### src/rtl/bn_pkg.sv
// Shared types and constants for the batch-norm controller: FSM state encoding,
// fp16 word width and the gamma/beta field positions inside a parameter word.
package bn_pkg;

  localparam int FP16_W = 16;

  // Field index inside param_rd_data, in units of one data word.
  localparam int BETA_FIELD  = 0;
  localparam int GAMMA_FIELD = 1;

  typedef enum logic [2:0] {
    st_idle   = 3'd0,
    st_preq   = 3'd1,
    st_pwait  = 3'd2,
    st_stream = 3'd3,
    st_drain  = 3'd4,
    st_done   = 3'd5
  } bn_state_e;

  function automatic int field_lsb(input int field, input int width);
    return field * width;
  endfunction

endpackage

### src/rtl/bn_valid_pipe.sv
// Fixed-latency valid/last shift register that mirrors the bn datapath depth,
// with an empty flag used to decide when the job has fully drained.
module bn_valid_pipe #(
  parameter int LAT = 4
) (
  input  logic clk,
  input  logic reset,
  input  logic in_valid,
  input  logic in_last,
  output logic out_valid,
  output logic out_last,
  output logic empty
);

  logic [LAT-1:0] vld_sr;
  logic [LAT-1:0] last_sr;

  always_ff @(posedge clk) begin
    if (reset) begin
      vld_sr  <= '0;
      last_sr <= '0;
    end else begin
      vld_sr[0]  <= in_valid;
      last_sr[0] <= in_valid && in_last;
      for (int i = 1; i < LAT; i++) begin
        vld_sr[i]  <= vld_sr[i-1];
        last_sr[i] <= last_sr[i-1];
      end
    end
  end

  assign out_valid = vld_sr[LAT-1];
  assign out_last  = last_sr[LAT-1];
  assign empty     = (vld_sr == '0);

endmodule

### src/rtl/bn_ctrl.sv
// Batch-norm job controller: fetches per-channel gamma/beta, streams vectors into
// the bn datapath under downstream credit control. BN_CTRL_PERF_EN adds perf counters.
module bn_ctrl
  import bn_pkg::*;
#(
  parameter int DATA_WIDTH = FP16_W,
  parameter int SIZE       = 8,
  parameter int BN_LAT     = 4,
  parameter int CH_W       = 10,
  parameter int WPC_W      = 12,
  parameter int CREDITS    = 8
) (
  input  logic                       clk,
  input  logic                       reset,
  input  logic                       start,
  input  logic [CH_W-1:0]            num_ch,
  input  logic [WPC_W-1:0]           words_per_ch,
  output logic                       busy,
  output logic                       done,
  output logic                       param_rd_en,
  output logic [CH_W-1:0]            param_rd_addr,
  input  logic [2*DATA_WIDTH-1:0]    param_rd_data,
  input  logic                       in_valid,
  output logic                       in_ready,
  input  logic [DATA_WIDTH*SIZE-1:0] in_data,
  output logic [DATA_WIDTH*SIZE-1:0] bn_x,
  output logic [DATA_WIDTH-1:0]      bn_gamma,
  output logic [DATA_WIDTH-1:0]      bn_beta,
  output logic                       bn_valid,
  output logic                       out_valid,
  output logic                       out_last,
  input  logic                       credit_ret,
  output logic [2:0]                 state_dbg
`ifdef BN_CTRL_PERF_EN
  ,
  output logic [31:0]                perf_cycles,
  output logic [31:0]                perf_stalls
`endif
);

  localparam int CRW       = $clog2(CREDITS + 1);
  localparam int GAMMA_LSB = field_lsb(GAMMA_FIELD, DATA_WIDTH);
  localparam int BETA_LSB  = field_lsb(BETA_FIELD, DATA_WIDTH);

  bn_state_e         state;
  bn_state_e         state_nxt;
  logic [CH_W-1:0]   num_ch_q;
  logic [CH_W-1:0]   ch;
  logic [WPC_W-1:0]  wpc_q;
  logic [WPC_W-1:0]  word;
  logic [CRW-1:0]    credits;
  logic              xfer;
  logic              ch_end;
  logic              job_end;
  logic              pipe_empty;

  // in_valid/in_ready: a vector moves on any cycle where both are high; in_ready
  // is only raised in STREAM while at least one downstream credit is available.
  assign in_ready = (state == st_stream) && (credits != '0);
  assign xfer     = in_valid && in_ready;
  assign bn_valid = xfer;
  assign bn_x     = xfer ? in_data : '0;

  assign ch_end  = xfer && (word == wpc_q - WPC_W'(1));
  assign job_end = ch_end && (ch == num_ch_q - CH_W'(1));

  assign busy          = (state != st_idle);
  assign done          = (state == st_done);
  assign param_rd_en   = (state == st_preq);
  assign param_rd_addr = ch;
  assign state_dbg     = state;

  always_ff @(posedge clk) begin
    if (reset) state <= st_idle;
    else       state <= state_nxt;
  end

  always_comb begin
    state_nxt = state;
    case (state)
      st_idle: begin
        if (start) begin
          if (num_ch == '0 || words_per_ch == '0) state_nxt = st_done;
          else                                    state_nxt = st_preq;
        end
      end
      st_preq:  state_nxt = st_pwait;
      st_pwait: state_nxt = st_stream;
      st_stream: begin
        if (job_end)     state_nxt = st_drain;
        else if (ch_end) state_nxt = st_preq;
      end
      st_drain: if (pipe_empty) state_nxt = st_done;
      st_done:  state_nxt = st_idle;
      default:  state_nxt = st_idle;
    endcase
  end

  // Job bookkeeping; gamma/beta are captured once per channel and then held.
  always_ff @(posedge clk) begin
    if (reset) begin
      num_ch_q <= '0;
      wpc_q    <= '0;
      ch       <= '0;
      word     <= '0;
      bn_gamma <= '0;
      bn_beta  <= '0;
    end else begin
      if (state == st_idle && start) begin
        num_ch_q <= num_ch;
        wpc_q    <= words_per_ch;
        ch       <= '0;
      end
      if (state == st_pwait) begin
        bn_gamma <= param_rd_data[GAMMA_LSB +: DATA_WIDTH];
        bn_beta  <= param_rd_data[BETA_LSB +: DATA_WIDTH];
        word     <= '0;
      end
      if (ch_end) begin
        if (!job_end) ch <= ch + CH_W'(1);
      end else if (xfer) begin
        word <= word + WPC_W'(1);
      end
    end
  end

  // A simultaneous issue and return cancel out; returns beyond CREDITS are dropped.
  always_ff @(posedge clk) begin
    if (reset) begin
      credits <= CRW'(CREDITS);
    end else if (xfer && !credit_ret) begin
      credits <= credits - CRW'(1);
    end else if (credit_ret && !xfer && credits != CRW'(CREDITS)) begin
      credits <= credits + CRW'(1);
    end
  end

  bn_valid_pipe #(
    .LAT (BN_LAT)
  ) u_pipe (
    .clk       (clk),
    .reset     (reset),
    .in_valid  (xfer),
    .in_last   (job_end),
    .out_valid (out_valid),
    .out_last  (out_last),
    .empty     (pipe_empty)
  );

`ifdef BN_CTRL_PERF_EN
  always_ff @(posedge clk) begin
    if (reset || (state == st_idle && start)) begin
      perf_cycles <= '0;
      perf_stalls <= '0;
    end else begin
      if (busy) perf_cycles <= perf_cycles + 32'd1;
      if (state == st_stream && in_valid && !in_ready) perf_stalls <= perf_stalls + 32'd1;
    end
  end
`endif

endmodule

### config.mk
export PLATFORM = sky130hd
export DESIGN_NAME = bn_ctrl
export DESIGN_NICKNAME = d
export VERILOG_FILES = /design/src/rtl/bn_pkg.sv /design/src/rtl/bn_valid_pipe.sv /design/src/rtl/bn_ctrl.sv
export SDC_FILE = /design/constraint.sdc
export NUM_CORES = 1
export LEC_CHECK = 0
export CORE_AREA = 2 2 144 146
export CTS_BUF_LIST = sky130_fd_sc_hd__clkbuf_4
export DETAILED_ROUTE_END_ITERATION = 8
export DIE_AREA = 0 0 146 148
export SETUP_SLACK_MARGIN = 0.3
export SLEW_MARGIN = 20
export SYNTH_ARGS = -nofsm -noshare
export SYNTH_HDL_FRONTEND = slang
export SYNTH_SLANG_ARGS = --single-unit
### constraint.sdc
create_clock -name clk -period 3.99 [get_ports clk]
set_input_delay 0.399 -clock clk [delete_from_list [all_inputs] [get_ports clk]]
set_output_delay 0.399 -clock clk [all_outputs]
set_load 0.05 [all_outputs]
==> results of run 1 <==
-- stage by stage --
stage	hold WS [ns]	worst slack, ns	power, mW	cell area, µm²	util
6_report	0.4513	0.5813	2.528	9565	0.4773
3_3_place_gp	0.4263	0.6490	2.019	9314	0.4648
2_1_floorplan	0.4138	0.6668	1.610	5449	-
3_5_place_dp	0.4218	0.6445	2.020	9314	0.4648
4_1_cts	0.4242	0.3248	2.564	9407	0.4694
5_1_grt	0.4362	0.3701	2.677	9563	0.4772
-- cells by family after synthesis --
family          count (synthesis)
buf+inv                        58
compound gates                122
mux                             9
simple gates                  410
fa+ha+maj                       7
flops                          91
xor+xnor                       27
-- critical path: cells and delay by family, from the launching register on --
family,cells,cell delay [ns]
buffers and inverters,3,1.16
AND/OR/NAND/NOR,3,0.70
flip-flops,1,0.46
AO/OA/AOI/OAI,1,0.21
-- repair_timing --
action | CTS | global route
endpoints found under the setup margin | 105 | 64
gates resized for setup | 44 | 65
gates cloned | 0 | 0
hold buffers | 0 | 0
-- power groups by stage --
stage / Clock, mW / Sequential (mW) / Combinational [mW]
2_1_floorplan: 0 / 1.14 / 0.469
3_3_place_gp: 0 / 1.05 / 0.966
3_5_place_dp: 0 / 1.06 / 0.965
4_1_cts: 0.562 / 1.04 / 0.965
5_1_grt: 0.595 / 1.05 / 1.03
6_report: 0.537 / 1.04 / 0.955
-- synth_stat cells (all sizes together) (8+ instances only) --
cell type	number	share of area
a21o	8	0.011
a21oi	69	0.063
and2	131	0.15
clkbuf	43	0.030
dfxtp	91	0.33
inv	9	0.0062
nand2	132	0.091
nand3	28	0.026
nor2	21	0.014
nor2b	15	0.017
nor3	17	0.017
or2	11	0.013
or3	8	0.011
xnor2	21	0.034
-- per-layer routing --
metal  part of all wire  vias up  wire length [µm]  GRT usage
li1                   -     3116                 -          -
met1               0.43     2752             10470     0.2683
met2               0.47      201             11550     0.3566
met3              0.089       12              2157    0.09012
met4             0.0058        2               142    0.02476
met5            0.00053        -                13          0
-- sequential cells by signal, indices dropped and copies added, names as in the netlist --
signal,cells
bn_beta,16
wpc_q,12
word,12
param_rd_addr,10
num_ch_q,10
state_dbg,3
u_pipe.last_sr,4
bn_gamma,16
u_pipe.vld_sr,4
credits,4
-- how the worst min path moves through the flow --
stage | to | cells after the start | start
finish | u_pipe.vld_sr[1] | 1 | u_pipe.vld_sr[0]
global route | bn_gamma[13] | 3 | param_rd_data[29]
CTS | bn_gamma[3] | 3 | param_rd_data[19]
detailed placement | u_pipe.last_sr[2] | 1 | u_pipe.last_sr[1]
global placement | u_pipe.last_sr[3] | 1 | u_pipe.last_sr[2]
floorplan | u_pipe.last_sr[1] | 1 | u_pipe.last_sr[0]
-- area by class of cell --
| class | count | area (µm²) | share of cell area |
|---|---|---|---|
| flip-flops and latches | 91 | 1822 | 0.1905 |
| clock buffers | 9 | 67.56 | 0.007063 |
| diodes | 1 | 2.502 | 0.0002616 |
| repair buffers | 373 | 3826 | 0.4000 |
| multi-input cells | 575 | 3396 | 0.3550 |
| inverters | 9 | 38.79 | 0.004055 |
| well taps | 270 | 337.8 | 0.03532 |
| clock inverters | 6 | 75.07 | 0.007848 |
==> results.ini, run 1 <==
[outcome]
outcome = completed

[clock_network]
cts-root-buf = clkbuf_4
cts_tree = built
numCtsBuffers = 9
clk_pin_slew_ns = 0.17
ctsHtreeMaxLevel = 3
cts.sinks = 91
cts_setup_buffers = 0
clock_path_buffers = 2
clkLatencyLatePin_ns = 0.46

[power]
internal_power_mw = 1.585
switchingPower_mw = 0.9420
clockPowerShare = 0.213
ir_drop_mv = 0.1855
p_sw_frac = 0.3727
leakagePower_nw = 4.754
p_per_area_mw_per_mm2 = 264.2
seqPwrFrac = 0.410
power_frac_comb = 0.378

[worst_setup_path]
ff2ff_setup_slack_ns = 0.78
r2r_end = param_rd_addr[7]
cp-start-kind = flip-flop
worst_r2r_startpoint = wpc_q[0]
path_class = flip-flop to primary output
rr_worst_depth = 9
crit_chain = nor2b_1 > o211a_1 > nand2_1 > clkinv_4 > buf_12 > and2_1 > dlygate4sd2_1
crit_arrival_ns = 3.01
slowest_stage = dlygate4sd2_1
worstSetupStartpoint = state_dbg[1]
cp.required_ns = 3.59
end_kind = primary output
crit_path_end = bn_x[76]
crit_path_max_incr_delay_ns = 0.61
crit_path_max_fanout = 106

[floorplanning]
core_region_area_mm2 = 0.02004
rows = 52
die_y_um = 148
start_util = 0.2719
io_pins = 367
die_area_mm2 = 0.02161
die_x_um = 146

[final_layout]
finalNonFillerCells = 1334
nets = 1253
final_cell_mix = clkdlybuf4s50_1 (259), nand2_1 (132), and2_1 (131)
final_common_cell = clkdlybuf4s50_1
area_growth_pct = 75.55
fill_cells = 2094
drive_above_1_share = 0.04892

[logic_synthesis]
synthAdderAreaFrac = 0.01745
ys.flop_type = dfxtp_1
synth-xor-area-share = 0.04340
synth-seq-cells = 91
synth_top_family_by_area = simple AND/OR/NAND/NOR gates
yosysSeqAreaShare = 0.3343
yosysUniqueCellTypes = 58
synth_warnings = 0
yosys.area_share.simple = 0.4028
async_reset_ff_frac = 0
synth_nets = 918
syn_area_mm2 = 0.005449
avgSynthCellArea_um2 = 7.526
synth-compound-area-share = 0.1414
muxShareOfSynthArea = 0.01722
synthCells = 724
synth_edf_count = 0

[grt]
grt_pass1_vias = 5887
grt_pass1_wl_mm = 35.71
grt_max_degree = 107
grt_overflow_total = 0
antenna_found_initial = 2
grt_usage = 0.2144

[placed_design]
placed_cells = 1318
gp_congestion = 0.7839
portBuffers = 366
hpwl_mm = 19.39

[routing]
drc_errors = 0
vias = 6083
drt_iter0_drc = 203
wire_per_inst_um = 18.24
detail-route-antenna-nets = 0
via_per_inst = 4.560
drtPass1Iterations = 4
wirelength_mm = 24.34

[sta]
rsz0062_at_grt = false
finalClockSkew_ns = 0.03405
relSlewSlack = 0.3513
max_freq_mhz = 293.4
fin_crit_sh = 0.8543
layout_min_cycle_time_ns = 3.409
worstMarginPinSlew_ns = 0.9730
slew_viol_final = 0
setup_violations = 0
hold_viol = 0
tns_ns = 0

[run]
cap_violations = 0

[min_path]
hp-class = flip-flop to flip-flop

Note: power is estimated with default switching activity, not from simulation.
==> run 2, diff against run 1 <==
CAP_MARGIN = 15   (was unset)
==> results of run 2 <==
The final DEF is identical to that of run 1; final timing and power are the same.
